File: src/rtl/ones_event_tx.sv
// Serial event-token transmitter. A request carries a count of ones and the
// number of zero cycles between them. The block plays the ones out on `data`,
// flags every GROUP-th one sent since reset on `group_mark`, then pulses
// `done` for one cycle. Every output is a flop, so no input reaches an output
// combinationally.
module ones_event_tx #(
  parameter int CNT_W = 8,
  parameter int GAP_W = 4,
  parameter int GROUP = 4
) (
  input  logic             clk,
  input  logic             rst,
  input  logic             req_valid,
  output logic             req_ready,
  input  logic [CNT_W-1:0] req_count,
  input  logic [GAP_W-1:0] req_gap,
  output logic             data,
  output logic             group_mark,
  output logic             busy,
  output logic             done
);

  localparam int GRP_W = (GROUP > 2) ? $clog2(GROUP) : 1;
  localparam logic [GRP_W-1:0] GRP_LAST = GRP_W'(GROUP - 1);

  typedef enum logic [1:0] {
    S_IDLE = 2'd0,
    S_ONE  = 2'd1,
    S_GAP  = 2'd2,
    S_DONE = 2'd3
  } state_e;

  state_e           state_q, state_d;
  logic [CNT_W-1:0] rem_q, rem_d;          // ones still to send
  logic [GAP_W-1:0] gap_lat_q, gap_lat_d;  // gap latched at accept
  logic [GAP_W-1:0] gap_cnt_q, gap_cnt_d;  // zero cycles left in this gap
  logic [GRP_W-1:0] grp_q, grp_d;          // ones sent since reset, mod GROUP

  logic data_q, data_d;
  logic group_mark_q, group_mark_d;
  logic busy_q, busy_d;
  logic done_q, done_d;
  logic req_ready_q, req_ready_d;

  // Next-state, counter and output decode for the burst sequencer.
  always_comb begin
    // NOTE: every variable gets a default up front so no path leaves it
    // unassigned; otherwise synthesis would infer a latch.
    state_d   = state_q;
    rem_d     = rem_q;
    gap_lat_d = gap_lat_q;
    gap_cnt_d = gap_cnt_q;
    grp_d     = grp_q;

    unique case (state_q)
      S_IDLE: begin
        if (req_valid) begin
          rem_d     = req_count;
          gap_lat_d = req_gap;
          state_d   = (req_count == '0) ? S_DONE : S_ONE;
        end
      end

      S_ONE: begin
        // The one being sent now was flagged from grp_q on entry; advance
        // the group counter as it leaves so the next one sees the new value.
        rem_d = rem_q - CNT_W'(1);
        grp_d = (grp_q == GRP_LAST) ? '0 : grp_q + GRP_W'(1);
        if (rem_d == '0) begin
          state_d = S_DONE;
        end else if (gap_lat_q == '0) begin
          state_d = S_ONE;
        end else begin
          state_d   = S_GAP;
          gap_cnt_d = gap_lat_q;
        end
      end

      S_GAP: begin
        if (gap_cnt_q <= GAP_W'(1)) begin
          gap_cnt_d = '0;
          state_d   = S_ONE;
        end else begin
          gap_cnt_d = gap_cnt_q - GAP_W'(1);
        end
      end

      S_DONE: begin
        state_d = S_IDLE;
      end

      default: begin
        state_d = S_IDLE;
      end
    endcase

    // Outputs are registered copies of what the next state implies, so they
    // line up with state_q in the cycle they describe.
    data_d       = (state_d == S_ONE);
    group_mark_d = (state_d == S_ONE) && (grp_d == GRP_LAST);
    busy_d       = (state_d != S_IDLE);
    done_d       = (state_d == S_DONE);
    req_ready_d  = (state_d == S_IDLE);
  end

  // State, counters and registered outputs; reset aborts any burst at once.
  always_ff @(posedge clk or negedge rst) begin
    if (!rst) begin
      state_q      <= S_IDLE;
      rem_q        <= '0;
      gap_lat_q    <= '0;
      gap_cnt_q    <= '0;
      grp_q        <= '0;
      data_q       <= 1'b0;
      group_mark_q <= 1'b0;
      busy_q       <= 1'b0;
      done_q       <= 1'b0;
      req_ready_q  <= 1'b1;
    end else begin
      // NOTE: non-blocking assignments so every flop samples the values from
      // before this edge, independent of statement order.
      state_q      <= state_d;
      rem_q        <= rem_d;
      gap_lat_q    <= gap_lat_d;
      gap_cnt_q    <= gap_cnt_d;
      grp_q        <= grp_d;
      data_q       <= data_d;
      group_mark_q <= group_mark_d;
      busy_q       <= busy_d;
      done_q       <= done_d;
      req_ready_q  <= req_ready_d;
    end
  end

  assign data       = data_q;
  assign group_mark = group_mark_q;
  assign busy       = busy_q;
  assign done       = done_q;
  assign req_ready  = req_ready_q;

endmodule
File: config.mk
export PLATFORM = sky130hd
export DESIGN_NAME = ones_event_tx
export DESIGN_NICKNAME = d
export VERILOG_FILES = /design/src/rtl/ones_event_tx.sv
export SDC_FILE = /design/constraint.sdc
export NUM_CORES = 1
export LEC_CHECK = 0
export CAP_MARGIN = 0
export CORE_UTILIZATION = 46
export DETAILED_ROUTE_END_ITERATION = 6
export GPL_TIMING_DRIVEN = 0
export MAX_ROUTING_LAYER = met4
export PLACE_DENSITY = 0.66
export SETUP_SLACK_MARGIN = 0.02
export SLEW_MARGIN = 20
export SYNTH_ARGS = -nofsm -noshare
export SYNTH_HDL_FRONTEND = slang
export SYNTH_SLANG_ARGS = --single-unit
File: constraint.sdc
create_clock -name clk -period 4.8 [get_ports clk]
set_input_delay 0.96 -clock clk [delete_from_list [all_inputs] [get_ports clk]]
set_output_delay 0.96 -clock clk [all_outputs]
set_load 0.02 [all_outputs]
==> impl_metrics.yaml <==
drt:
  dr.first_iter.drc_count: 79
  post_drt_wl_per_cell_um: 16.5
  first_pass_iters: 7
  vias: 1250
  antenna_left: 0
  finalWirelength_um: 3450
  via_per_inst: 5.98
  drc: 1
setup_path:
  path_class: "in2reg"
  cp_top_family: "simple AND/OR/NAND/NOR gates"
  crit_cells: 6
  crit_buf_inv: 2
  critPathCaptureType: "flop"
  crit_arrival_ps: 2800
  reg2reg_depth: 8
  worstPathCellList: "clkdlybuf4s50_1, or3b_2, clkbuf_1, nand2_1, nand2_1, a221o_1"
  cpMaxStageDelayCell: "clkdlybuf4s50_1"
  start_kind: "input pin"
  slowest_delay_ps: 510
  cp_max_fo: 7
  cpMostUsedCell: "nand2_1"
  crit_required_ps: 5000
synth:
  synthArstFlopShare_pct: 100
  muxShareOfSynthArea_pct: 3.16
  synth_cell_type_count: 49
  ys_seq_elements: 25
  synth_top_family_by_area: "simple AND/OR/NAND/NOR gates"
  synthesis.nets: 175
  ys_warn_count: 0
  synth_edf_count: 0
  syn_inst: 155
  syn-cell-area_mm2: 0.00142
  post_synth_xor_area_fraction_pct: 0
  synthFlopType: "dfrtp_1"
  avgSynthCellArea_um2: 9.19
  synth_simple_gate_area_share_pct: 26.1
  synth_seq_area_share_pct: 44.0
  synth_compound_area_share_pct: 17.8
  synth_adder_area_share_pct: 4.39
global_routing:
  antenna_found_initial: 0
  gr-total-overflow: 0
  track_usage_pct: 24.2
  grt_pass1_wl_um: 5910
  grt_pass1_vias: 1243
  grt_max_degree: 26
placement:
  dpl_cell_area_mm2: 0.00165
  dp_hpwl_um: 2490
  place_congestion: 0.887
  io_buffers: 19
sta:
  drv_slew: 0
  fin_skew_ps: 17.8
  final_hold_viol_count: 0
  fmax_mhz: 385
  tightest_slew_ps: 568
  period_minus_slack_ps: 2600
  rsz0062_at_grt: "no"
  setup_viol: 0
  tns_ps: 0
  min_period_over_period_pct: 54.1
  relSlewSlack_pct: 61.8
floorplanning:
  top_level_ports: 20
  fp.dieH_um: 57.6
  die_w_um: 57.6
  rows: 19
  fp.coreArea_mm2: 0.00285
  start_util_pct: 49.9
  die-area_mm2: 0.00332
power_and_ir_drop:
  power_density_mw_per_mm2: 635
  combPwrFrac_pct: 53.3
  total_leakage_power_nw: 0.755
  sw_frac_of_total_pct: 44.9
  peakVddDrop_uv: 327
  seq_power_share_pct: 37.7
  p_int_uw: 586
  switchingPower_uw: 477
  total_power_mw: 1.06
  clkPwrFrac_pct: 9.0
hold_path:
  worstHoldPathCells: 2
  hp-class: "reg2reg"
finish:
  area_growth_pct: 17.6
  final_cell_area_mm2: 0.00167
  nets: 199
  drive_gt1_share_pct: 6.18
  diodes: 0
clock_network:
  post_cts_buffers: 0
  cts_tree: "done"
  clock-sinks: 25
  numCtsBuffers: 3
  clock_path_buffers: 2
  clk_pin_slew_worst_paths_ps: 120
  root_buffer: "clkbuf_4"
  cts_resized: 0
  clk_latency_ps: 330
  cts_hold_buf: 0
  htree_levels: 1
job:
  maxCapViolations: 0
outcome:
  violations: "DRC"
  status: "finished with violations"
## power groups by stage
stage	logic, mW	registers, mW	clock network, mW
global placement	0.544	0.398	0
floorplan	0.396	0.398	0
CTS	0.566	0.399	0.0983
finish	0.566	0.401	0.0956
global route	0.633	0.419	0.107
detailed placement	0.560	0.404	0
## registers in the layout (all words and copies together) (netlist names)
register and flops:
busy 1, gap_lat_q 4, req_ready 1, gap_cnt_q 4
state_q 2, data 1, rem_q 8, done 1
grp_q 2, group_mark 1
## cell usage after synthesis (all sizes together), types with 2 or more instances
master	n	area [µm²]
a31oi	2	12.5
nor4	4	25.0
or2	2	12.5
a21oi	3	15.0
o21ai	7	35.0
nor3	9	50.1
a221o	5	50.1
nand2	30	113
nor2b	2	12.5
nand4	2	12.5
mux2i	3	30.0
ha	5	62.6
inv	6	22.5
dfrtp	24	601
nor2	12	45.0
o31ai	2	15.0
clkbuf	4	15.0
or3	2	12.5
buf	3	27.5
a22oi	2	15.0
## per-layer routing
| layer | up-vias | GRT usage, % | share of wire, % |
|---|---|---|---|
| met3 | 6 | 5.13 | 4.0 |
| li1 | 620 | - | - |
| met4 | 0 | 4.88 | 1.1 |
| met2 | 35 | 39.2 | 49 |
| met1 | 589 | 31.4 | 46 |
| met5 | - | - | 0 |
## worst min-delay path, delay by kind of cell, from the launching register on
| kind | cells | cell delay (ps) |
|---|---|---|
| flops | 1 | 390 |
| simple gates | 2 | 120 |
## cells in the final DEF (no fill, tap or decap), drive strengths merged, types with 4 or more instances in the layout
| master | n |
|---|---|
| a221o | 5 |
| buf | 4 |
| clkbuf | 8 |
| clkdlybuf4s50 | 18 |
| dfrtp | 24 |
| ha | 5 |
| inv | 6 |
| nand2 | 30 |
| nor2 | 12 |
| nor3 | 9 |
| nor4 | 4 |
| o21ai | 7 |
## layout make-up
cell class / count / area [µm²]
Buffer: 7 / 42.5
Clock buffer: 4 / 26.3
Fill cell: 261 / 1180
Inverter: 6 / 22.5
Multi-Input combinational cell: 117 / 732
Sequential cell: 25 / 627
Tap cell: 31 / 38.8
Timing Repair Buffer: 19 / 185
## cells by family (layout without fill, tap and decap cells)
group / count (synthesis) / after routing
and+or+nand+nor: 74 / 74
AOI/OAI and AO/OA: 34 / 34
DFF: 25 / 25
buffers and inverters: 13 / 36
adders and majority gates: 5 / 5
muxes: 4 / 4
## path summary, 6_finish.rpt
check	startpoint	end	slack, ps
max reg2reg	rem_q[0]$_DFFE_PN0P_	gap_cnt_q[3]$_DFFE_PN0P_	2430
max in group asynchronous	rst	gap_lat_q[0]$_DFFE_PN0P_	3820
min	gap_lat_q[2]$_DFFE_PN0P_	gap_lat_q[2]$_DFFE_PN0P_	530
max	req_valid	rem_q[7]$_DFFE_PN0P_	2200
min reg2reg	gap_lat_q[2]$_DFFE_PN0P_	gap_lat_q[2]$_DFFE_PN0P_	530
min in group asynchronous	rst	rem_q[2]$_DFFE_PN0P_	590
## metrics by stage
stage          hold slack (ps)  util (%)  cells  worst slack (ps)
2_1_floorplan              460         -    155              2620
3_3_place_gp               480      57.9    205              1890
3_5_place_dp               497      57.9    205              1870
4_1_cts                    533      58.9    209              2220
5_1_grt                    564      58.7    209              2150
6_report                   526      58.7    209              2200
No activity file was read; power rests on OpenSTA's default activity.
